===== src/rtl/tagged_multicaster.sv =====
// Tag-keyed multicaster: buffers tagged words and delivers each one to every
// destination whose key matches, with independent per-destination handshakes.
// Latency: a word pushed into an empty FIFO in IDLE at edge N drives out_valid after edge N+1.
// Backpressure: in_ready = FIFO not full; the head word stays until every matched destination takes it.
//
// Ports:
//   clk, rst                    - clock, asynchronous active-high reset
//   cfg_we, cfg_idx, cfg_tag    - per-destination key write (out-of-range index ignored)
//   in_valid/in_ready           - source handshake; in_data, in_tag, in_mask, in_mode describe the word
//   out_valid/out_ready         - per-destination handshake; out_data is shared by all destinations
//   busy                        - FIFO non-empty or a word in delivery
//   drop_cnt                    - saturating count of words that matched no destination
module tagged_multicaster #(
    parameter int DATA_WIDTH = 16,
    parameter int NUM_DEST   = 4,
    parameter int TAG_WIDTH  = 4,
    parameter int FIFO_DEPTH = 4,
    localparam int IDX_W     = (NUM_DEST > 1) ? $clog2(NUM_DEST) : 1
) (
    input  logic                  clk,
    input  logic                  rst,
    input  logic                  cfg_we,
    input  logic [IDX_W-1:0]      cfg_idx,
    input  logic [TAG_WIDTH-1:0]  cfg_tag,
    input  logic                  in_valid,
    output logic                  in_ready,
    input  logic [DATA_WIDTH-1:0] in_data,
    input  logic [TAG_WIDTH-1:0]  in_tag,
    input  logic [TAG_WIDTH-1:0]  in_mask,
    input  logic [1:0]            in_mode,
    output logic [NUM_DEST-1:0]   out_valid,
    input  logic [NUM_DEST-1:0]   out_ready,
    output logic [DATA_WIDTH-1:0] out_data,
    output logic                  busy,
    output logic [7:0]            drop_cnt
);

    localparam int AW = $clog2(FIFO_DEPTH);

    typedef enum logic [0:0] {
        IDLE    = 1'b0,
        DELIVER = 1'b1
    } state_t;

    state_t                state;
    logic [NUM_DEST-1:0]   pending;
    logic [TAG_WIDTH-1:0]  key [NUM_DEST];

    // Input buffer storage; contents need no reset because occupancy gates every read.
    logic [DATA_WIDTH-1:0] mem_data [FIFO_DEPTH];
    logic [TAG_WIDTH-1:0]  mem_tag  [FIFO_DEPTH];
    logic [TAG_WIDTH-1:0]  mem_mask [FIFO_DEPTH];
    logic [1:0]            mem_mode [FIFO_DEPTH];
    logic [AW-1:0]         wr_ptr;
    logic [AW-1:0]         rd_ptr;
    logic [AW:0]           count;

    logic                  empty;
    logic                  full;
    logic                  push;
    logic                  pop;
    logic [NUM_DEST-1:0]   match;
    logic [NUM_DEST-1:0]   remaining;

    assign empty     = (count == '0);
    assign full      = (count == (AW+1)'(FIFO_DEPTH));
    assign in_ready  = !full;
    assign push      = in_valid && in_ready;
    assign remaining = pending & ~out_ready;

    // Head leaves the FIFO either when it is dropped in IDLE or when the last
    // outstanding destination handshakes in DELIVER.
    assign pop = !empty &&
                 (((state == IDLE) && (match == '0)) ||
                  ((state == DELIVER) && (remaining == '0)));

    assign out_valid = pending;
    assign busy      = (state == DELIVER) || !empty;

    // Destination match for the head word, evaluated against the current keys.
    always_comb begin
        match = '0;
        for (int i = 0; i < NUM_DEST; i++) begin
            case (mem_mode[rd_ptr])
                2'b00:   match[i] = (key[i] == mem_tag[rd_ptr]);
                2'b01:   match[i] = ((key[i] ^ mem_tag[rd_ptr]) & mem_mask[rd_ptr]) == '0;
                2'b10:   match[i] = 1'b1;
                default: match[i] = 1'b0;
            endcase
        end
    end

    always_ff @(posedge clk) begin
        if (push) begin
            mem_data[wr_ptr] <= in_data;
            mem_tag[wr_ptr]  <= in_tag;
            mem_mask[wr_ptr] <= in_mask;
            mem_mode[wr_ptr] <= in_mode;
        end
    end

    always_ff @(posedge clk or posedge rst) begin
        if (rst) begin
            wr_ptr <= '0;
            rd_ptr <= '0;
            count  <= '0;
        end else begin
            if (push) begin
                wr_ptr <= wr_ptr + AW'(1);
            end
            if (pop) begin
                rd_ptr <= rd_ptr + AW'(1);
            end
            if (push && !pop) begin
                count <= count + (AW+1)'(1);
            end else if (pop && !push) begin
                count <= count - (AW+1)'(1);
            end
        end
    end

    // Keys reset to their own index so every destination is reachable by unicast.
    always_ff @(posedge clk or posedge rst) begin
        if (rst) begin
            for (int i = 0; i < NUM_DEST; i++) begin
                key[i] <= TAG_WIDTH'(i);
            end
        end else begin
            for (int i = 0; i < NUM_DEST; i++) begin
                if (cfg_we && (int'(cfg_idx) == i)) begin
                    key[i] <= cfg_tag;
                end
            end
        end
    end

    // Delivery FSM. pending is latched on entry to DELIVER, so key writes made
    // while a word is in flight only affect the next head evaluation.
    always_ff @(posedge clk or posedge rst) begin
        if (rst) begin
            state    <= IDLE;
            pending  <= '0;
            out_data <= '0;
            drop_cnt <= '0;
        end else begin
            case (state)
                IDLE: begin
                    if (!empty) begin
                        if (match != '0) begin
                            pending  <= match;
                            out_data <= mem_data[rd_ptr];
                            state    <= DELIVER;
                        end else if (drop_cnt != 8'hFF) begin
                            drop_cnt <= drop_cnt + 8'd1;
                        end
                    end
                end
                DELIVER: begin
                    if (remaining == '0) begin
                        pending <= '0;
                        state   <= IDLE;
                    end else begin
                        pending <= remaining;
                    end
                end
                default: begin
                    pending <= '0;
                    state   <= IDLE;
                end
            endcase
        end
    end

endmodule


===== config.mk =====
export PLATFORM = sky130hd
export DESIGN_NAME = tagged_multicaster
export DESIGN_NICKNAME = d
export VERILOG_FILES = /design/src/rtl/tagged_multicaster.sv
export SDC_FILE = /design/constraint.sdc
export NUM_CORES = 1
export LEC_CHECK = 0
export BUFFER_PORTS_ARGS = -buffer_cell sky130_fd_sc_hd__buf_4
export CAP_MARGIN = 15
export CELL_PAD_IN_SITES_DETAIL_PLACEMENT = 1
export CELL_PAD_IN_SITES_GLOBAL_PLACEMENT = 1
export CORE_ASPECT_RATIO = 0.8
export CORE_UTILIZATION = 47
export CTS_CLUSTER_DIAMETER = 40
export DETAILED_ROUTE_END_ITERATION = 16
export PLACE_DENSITY = 0.74
export SYNTH_ARGS = -nofsm -noshare
export SYNTH_HDL_FRONTEND = slang
export SYNTH_SLANG_ARGS = --single-unit

===== constraint.sdc =====
create_clock -name clk -period 7.78 [get_ports clk]
set_input_delay 0.778 -clock clk [delete_from_list [all_inputs] [get_ports clk]]
set_output_delay 0.778 -clock clk [all_outputs]
set_load 0.02 [all_outputs]

**Yosys cells after proc, flatten, opt, wreduce, memory -nomap -nowiden**

Memory sizes are Yosys's and may differ from the RTL's. A register that Yosys moved wholly into a read port is not among the register bits.
Index checks and enable logic that the tools add are counted.

- Flip-flop bits (word level): 36
- RAM bits: 104
- Input bits: 40
- Output and inout port bits: 30
- Memories kept: 4

Memories:

| memory | words | bits a word | read ports | clocked after memory_dff | write ports | RTL line | RTL |
|---|---|---|---|---|---|---|---|
| mem_data | 4 | 16 | 1 | 1 | 1 | 50 | `logic [DATA_WIDTH-1:0] mem_data [FIFO_DEPTH];` |
| mem_mask | 4 | 4 | 1 | 0 | 1 | 52 | `logic [TAG_WIDTH-1:0] mem_mask [FIFO_DEPTH];` |
| mem_tag | 4 | 4 | 1 | 0 | 1 | 51 | `logic [TAG_WIDTH-1:0] mem_tag [FIFO_DEPTH];` |
| mem_mode | 4 | 2 | 1 | 0 | 1 | 53 | `logic [1:0] mem_mode [FIFO_DEPTH];` |

- Add/subtract/negate cells: 5
- Equal/unequal tests: 13
- Multiplexer cells: 16
- Bitwise gates (word level): 13
- Reduce and logical (&&, ||, !) cells: 30

Operator list:

| kind | count |
|---|---|
| 4-bit zero test | 6 |
| 4-bit bitwise AND | 5 |
| 4-bit equality test | 4 |
| 4-bit XOR | 4 |
| 4-bit two-way mux | 3 |
| 1-bit one-hot mux with 3 select lines | 4 |
| 1-bit logical AND | 10 |
| 8-bit by 1-bit adder with 8-bit output, second input constant | 1 |
| 8-bit inequality test, second input constant | 1 |
| 4-bit one-hot mux with 2 select lines | 1 |
| 2-bit equality test, second input constant | 3 |
| 3-bit two-way mux | 2 |
| 1-bit two-way mux | 5 |
| 2-bit by 1-bit adder with 2-bit output, second input constant | 2 |
| 2-bit by 1-bit equality test with 1-bit output, second input constant | 2 |
| 1-bit zero test | 4 |
| 2-bit zero test | 2 |
| 4-bit NOT | 1 |
| 4-bit AND reduction | 1 |
| 4-bit nonzero test | 1 |
| 3-bit by 1-bit adder with 3-bit output, second input constant | 1 |
| 3-bit equality test, second input constant | 1 |
| 3-bit zero test | 1 |
| 1-bit NOT | 3 |
| 8 further kinds | 9 |

**Depth between registers and ports, before layout**

Gate-level depths: netlist of run 1.
An unclocked memory read counts as a cell.

- Depth in word-level cells: 12
- Mapped depth: 14

**Worst setup path after synthesis of run 1**

Ideal clock, no wire load.

- Path type: flip-flop to flip-flop
- Start: register rd_ptr[0]
- End: register count[1]
- Arrival: 3.037 ns
- Path slack: 4.619 ns
- Stages on the path, launching flop included: 13
- Period minus slack after synthesis: 3.161 ns
- Path through: dfrtp_1 > buf_6 > mux4_2 > buf_4 > xnor2_2 > a41oi_1 > o32a_1 > nand4_4 > a21o_1 > ha_1 > inv_1 > fa_1 > mux2_2

- Longest elaborated chain between the ends: 12

Ends and longest elaborated chain:

| what | RTL line | RTL |
|---|---|---|
| start, declared | 55 | `logic [AW-1:0] rd_ptr;` |
| start signal, assigned | 112 | `rd_ptr <= rd_ptr + AW'(1);` |
| memory 4 x 4 bit | - |  |
| 4-bit XOR | 86 | `2'b01: match[i] = ((key[i] ^ mem_tag[rd_ptr]) & mem_mask[rd_ptr]) == '0;` |
| 4-bit bitwise AND | 86 |  |
| 4-bit zero test | 86 |  |
| 1-bit one-hot mux with 3 select lines | 84 | `case (mem_mode[rd_ptr])` |
| 4-bit zero test (*) | 74 | `(((state == IDLE) && (match == '0)) \|\|` |
| 1-bit logical AND (*) | 74 |  |
| 1-bit logical OR (*) | 74 |  |
| 1-bit logical AND (*) | 73 | `assign pop = !empty &&` |
| 1-bit zero test | 114 | `if (push && !pop) begin` |
| 1-bit logical AND | 114 |  |
| 3-bit two-way mux / 2-bit nonzero test (equally long branches) | - |  |
| end signal, assigned | 115 | `count <= count + (AW+1)'(1);` |
| end signal, assigned | 117 | `count <= count - (AW+1)'(1);` |
| end, declared | 56 | `logic [AW:0] count;` |

Mark *: on every way between the ends. The rest lies on a longest branch, timed or not.
A chain may end at the register's enable or synchronous reset.

**Worst setup path in the final report of run 1**

Same ends and word-level chain as after synthesis.

==> reports/metrics.yaml, run 1 <==
die-height_um: 107
fp.coreArea_um2: 13500
dpl.hpwl_mm: 8.28
synthSimpleGateAreaFrac_pct: 4.14
io_pins: 70
synth-async-reset-ratio_pct: 33.3
clkTransAtPathRegs_ps: 60
synth_top_family_by_area: "multiplexers"
outcome: "complete, no violations"
place_area_um2: 7190
gr-total-overflow: 0
drv_cap: 0
grt_util_all_layers_pct: 20.3
switching_share_pct: 34.1
cts_hold_buf: 0
yosys.area.top_type: "edfxtp_1"
vias_per_cell: 5.44
path_class: "register to register"
final_nets: 491
synth_commonest_cells: "104 x edfxtp_1, 48 x dfrtp_1, 26 x mux4_2, 18 x mux2_2"
synthDistinctLibCells: 41
synth_ff_type: "edfxtp_1"
fin_area_um2: 7800
n_antenna_cell: 0
cts_setup_buffers: 0
synth_xor_area_share_pct: 4.78
start_util_pct: 48.1
p_int_mw: 2.27
grt_pass1_vias: 3843
cts_tree: "built"
rows: 38
hold_path_class: "register to register"
cellPowerDensity_nw_per_um2: 441
cp-start-kind: "register"
drt_first_pass_iters: 4
worstPathRequired_ps: 8080
p_seq_share_pct: 36.9
p_leak_nw: 3.01
synth_edf_count: 104
drive_above_1_share_pct: 40.0
synth_top_area_share_pct: 48.1
path_max_fanout: 28
finalSetupTns_ps: 0
clockBufferDepth: 2
routed_wirelength_mm: 13.1
finalMaxSlewViolations: 0
synth_compound_area_share_pct: 3.20
fin_skew_ps: 12.4
synthesis.nets: 409
worstSkewPairLatency_ps: 430
yosysWarningCount: 0
synth.most_common_cell: "edfxtp_1"
clk_root_buffer_cell: "clkbuf_16"
syn2layout_area_growth_pct: 20.3
avgSynthCellArea_um2: 17.9
wl_per_cell_um: 20.6
grt_pass1_wl_mm: 21.0
finalCritPeriodShare_pct: 52.8
synth.mux.area_fraction_pct: 15.8
syn_area_um2: 6490
layout_min_cycle_time_ps: 4110
place_congestion: 0.911
pre_cts_slack_ps: 3630
worst_slew_pin_slew_ps: 959
rr_startpoint: "rd_ptr[0]"
synthTopCellsByArea: "edfxtp_1 48%, dfrtp_1 19%, mux4_2 9.0%, mux2_4 3.7%, mux2_2 3.1%"
grt_max_degree: 53
cts_resized: 0
numPortBuffers: 69
htreeDepth: 4
yosys.area_share.adder_pct: 1.47
max_freq_mhz: 243
vias: 3465
min_from: "drop_cnt[4]"
combPwrFrac_pct: 38.4
peakVddDrop_mv: 0.220
slew_headroom_pct: 36.1
drc: 0
drtIter0Drc: 270
finalSetupViolCount: 0
antenna_left: 0
hold_ws_ps: 504
antenna_found_initial: 0
hold_viol_final: 0
power.share.clock_pct: 24.7
die_area_um2: 14300
ys_seq_area_share_pct: 68.2
critPathLaunch: "rd_ptr[0]"
worstPathArrival_ps: 4410
end_kind: "register"
die_w_um: 133
syn_inst: 362
power_switching_mw: 1.17
cts_buffers: 17
rsz0062_at_grt: "no"
cts.sinks: 156
setup_ws_ps: 3670
ys_ff_latch: 156
n_fill_cell: 1267
==> power by group through the flow <==
stage | Sequential (mW) | Combinational [mW] | Clock, mW
after floorplan | 1.29 | 0.966 | 0
after CTS | 1.28 | 1.34 | 0.869
after global routing | 1.30 | 1.42 | 0.893
after detailed placement | 1.29 | 1.31 | 0
final | 1.27 | 1.32 | 0.850
after global placement | 1.27 | 1.27 | 0
==> per-stage QoR <==
stage	util (%)	total power, mW	cells
after CTS	57.8	3.48	637
after detailed placement	53.3	2.60	605
final	57.8	3.44	637
after global routing	57.8	3.62	637
after floorplan	-	2.25	362
after global placement	53.3	2.54	605
==> cell usage in the layout, fill, tap and decap left out, types with 4 or more instances in the layout <==
| cell type | Yosys | final |
|---|---|---|
| a41oi_1 | 4 | 4 |
| and3_1 | 4 | 4 |
| buf_4 | 2 | 75 |
| clkbuf_16 | 0 | 17 |
| clkinvlp_4 | 0 | 5 |
| dfrtp_1 | 48 | 47 |
| dfstp_2 | 4 | 4 |
| edfxtp_1 | 104 | 104 |
| ha_1 | 6 | 6 |
| inv_1 | 17 | 16 |
| mux2_2 | 18 | 18 |
| mux2_4 | 16 | 16 |
| mux4_2 | 26 | 26 |
| nand2_1 | 13 | 13 |
| nand3_1 | 6 | 6 |
| nor2_1 | 12 | 12 |
| o21ai_0 | 5 | 5 |
| o22ai_1 | 6 | 6 |
| xnor2_1 | 17 | 17 |
| xnor2_2 | 4 | 4 |
| xor2_1 | 11 | 11 |
==> metal layers <==
layer / vias to the layer above / global-route usage (%) / share of wire (%)
met5: - / 0 / 0
met4: 0 / 7.63 / 1.4
met3: 15 / 5.82 / 5.7
met2: 93 / 33.4 / 50
met1: 1807 / 25.7 / 43
li1: 1550 / - / -
==> state kept, by name (all words and copies together) (netlist names), 2 cells and up <==
signal     count
mem_tag       16
mem_data      64
out_data      16
wr_ptr         2
out_valid      4
drop_cnt       8
key           16
rd_ptr         2
mem_mask      16
mem_mode       8
count          3
==> cell families after synthesis <==
group                    count (synthesis)
adder cells (fa/ha/maj)                  7
XOR/XNOR                                32
AND/OR/NAND/NOR                         51
flip-flops                             156
AO/OA/AOI/OAI                           27
buffers and inverters                   29
multiplexers                            60
==> worst max-delay path, stage by stage (launching register included) <==
cell and delay [ps]:
dfrtp_2 990, mux4_2 730, xnor2_2 190, a41oi_1 240
o32a_1 310, nand4_4 250, a21o_1 280, ha_1 210
inv_1 80, fa_1 410, mux2_2 270
==> layout make-up <==
cell class                      instances  area [µm²]  share of cell area, %
Sequential cell                       156        4430                   56.8
Multi-Input combinational cell        177        1910                   24.5
Timing Repair Buffer                   75         563                   7.21
Clock buffer                           17         425                   5.45
Tap cell                              180         225                   2.89
Clock inverter                         15         186                   2.39
Inverter                               17        63.8                  0.818
==> worst paths after layout <==
path,endpoint,slack [ps],cells past startpoint
setup / recovery,count[1],3670,10
hold / removal,drop_cnt[4],500,1
setup reg to reg,count[1],3670,10
hold reg to reg,drop_cnt[4],500,1
max in group asynchronous,rd_ptr[0],6700,3
min in group asynchronous,wr_ptr[1],560,3
Power figures use the tool's default switching activity.
==> run 2: changes to the inputs <==
--- a/config.mk
+++ b/config.mk
@@ -10,7 +10,7 @@
 export CELL_PAD_IN_SITES_DETAIL_PLACEMENT = 1
 export CELL_PAD_IN_SITES_GLOBAL_PLACEMENT = 1
 export CORE_ASPECT_RATIO = 0.8
-export CORE_UTILIZATION = 47
+export CORE_UTILIZATION = 45
 export CTS_CLUSTER_DIAMETER = 40
 export DETAILED_ROUTE_END_ITERATION = 16
 export PLACE_DENSITY = 0.74
==> constraint.sdc (replaced) <==
create_clock -name clk -period 3.4 [get_ports clk]
set_input_delay 0.34 -clock clk [delete_from_list [all_inputs] [get_ports clk]]
set_output_delay 0.34 -clock clk [all_outputs]
set_load 0.02 [all_outputs]
==> run 2 against run 1 <==
  * The flow now finishes with violations (negative setup slack)
  * Sequential share of layout area decreased by 2.2 points
  * Combinational power increased to 2.8 times the previous value
  * Setup slack got worse by 3700 ps
  * Highest routed layer unchanged
  * Hold slack got worse by 400 ps
  * Routed wire length increased by 9.8%
  * Global-route usage increased by 1.0 points
  * Register-to-register slack got worse by 3700 ps
  * Critical endpoint unchanged
  * Die area increased by 4.4%
==> reports/metrics.yaml, run 2 (synthesized netlist as in run 1, its figures left out) <==
rsz0062_at_grt: "yes"
wl_per_cell_um: 21.6
combPwrFrac_pct: 43.1
routed_wirelength_mm: 14.4
place_congestion: 0.764
p_leak_nw: 3.18
final_util_pct: 58.7
layout_commonest_cell: "edfxtp_1"
dpl.hpwl_mm: 9.24
cp_cell_sequence: "buf_12 > mux4_2 > buf_4 > xnor2_2 > a41oi_1 > o32a_1 > nand4_4 > a21o_1 > ha_2 > inv_1 > fa_2 > mux2_2"
whs_path_depth: 1
fp.coreArea_um2: 13800
start_util_pct: 46.9
timing.critical_path.buf_inv: 3
worstPathArrival_ps: 3740
numPortBuffers: 69
worst_slew_pin_slew_ps: 1010
clk_root_buffer_cell: "clkbuf_16"
violations: "negative setup slack"
grt_max_degree: 44
outcome: "finished, violations left"
power.share.clock_pct: 23.1
final_cell_mix: "104 x edfxtp_1, 98 x buf_4, 47 x dfrtp_1, 26 x mux4_2, 18 x mux2_2"
switching_share_pct: 34.2
drc: 0
antenna_left: 0
rows: 38
end_kind: "register"
n_antenna_cell: 0
slowest_stage: "mux4_2"
hold_ws_ps: 109
vias_per_cell: 5.37
cts.sinks: 156
cts_tree: "built"
grt_pass1_wl_mm: 22.3
cpPeakStageDelay_ps: 510
cellPowerDensity_nw_per_um2: 1040
finalMaxSlewViolations: 0
worstPathRequired_ps: 3710
max_freq_mhz: 291
drtIter0Drc: 138
finalSetupViolCount: 2
worstSkewPairLatency_ps: 430
regMostFlops: "mem_data"
layout_min_cycle_time_ps: 3430
final_nets: 518
clockBufferDepth: 2
power_switching_mw: 2.89
gr-total-overflow: 0
die_w_um: 136
antenna_found_initial: 0
hold_viol_final: 0
die_area_um2: 14900
vias: 3564
hold_path_class: "input port to register"
largest_reg_flops: 64
cp.depth: 12
cts_buffers: 17
drive_above_1_share_pct: 45.2
path_delay_family: "multiplexers"
finalSetupTns_ps: -46.3
drv_cap: 0
fin_skew_ps: 6.40
pre_cts_slack_ps: -191
cp-start-kind: "register"
fin_area_um2: 8130
place_area_um2: 7250
clkTransAtPathRegs_ps: 60
ff2ff_path_depth: 12
peakVddDrop_mv: 0.440
syn2layout_area_growth_pct: 25.2
dp.cells: 612
setup_ws_ps: -30.6
grt_util_all_layers_pct: 21.3
path_max_fanout: 5
die-height_um: 109
drt_first_pass_iters: 4
instances_no_fill: 664
p_int_mw: 5.57
grt_pass1_vias: 3924
io_pins: 70
path_class: "register to register"
slew_headroom_pct: 32.7
power.total_mw: 8.47
p_seq_share_pct: 33.8
finalCritPeriodShare_pct: 101
htreeDepth: 4
## run 2: cell types whose count changed in the layout (fill, tap and decap cells not counted), moves of 2 or more
cell	before	now
xnor2_1	17	13
xnor2_4	0	3
buf_6	0	3
o21ai_0	5	3
buf_4	75	98
o21ai_1	0	2
## run 2: worst paths after layout
kind	from	end	slack, ps
max in group asynchronous	rst	rd_ptr[0]	2510
max	rd_ptr[0]	count[1]	-30
min	in_data[9]	mem_data[3][9]	110
min in group asynchronous	rst	key[6]	170
min reg2reg	count[2]	count[2]	510
max reg2reg	rd_ptr[0]	count[1]	-30
## run 2: repair_timing
item                       4_1_cts  5_1_grt
buffers inserted                12        8
setup endpoints to repair        2        2
pin swaps                        8        8
gates resized for setup         13        7
hold buffers                     0        0
## run 2: power by group through the flow
stage | logic (mW) | clock network, mW | registers (mW)
final | 3.65 | 1.96 | 2.86
after global routing | 3.91 | 2.06 | 2.91
after CTS | 3.46 | 1.99 | 2.86
after detailed placement | 3.15 | 0 | 2.90
after global placement | 3.03 | 0 | 2.87
after floorplan | 2.21 | 0 | 2.95
## run 2: routing by layer
layer | up-vias | part of all wire, % | track usage, %
met5 | - | 0 | 0
li1 | 1606 | - | -
met3 | 18 | 4.5 | 6.73
met2 | 84 | 51 | 35.4
met1 | 1856 | 43 | 26.5
met4 | 0 | 1.5 | 7.54
## run 2: layout make-up
cell class | instances | area, µm²
Tap cell | 180 | 225
Clock buffer | 18 | 429
Clock inverter | 14 | 184
Inverter | 17 | 63.8
Multi-Input combinational cell | 177 | 2000
Fill cell | 1254 | 5710
Timing Repair Buffer | 102 | 790
Sequential cell | 156 | 4430
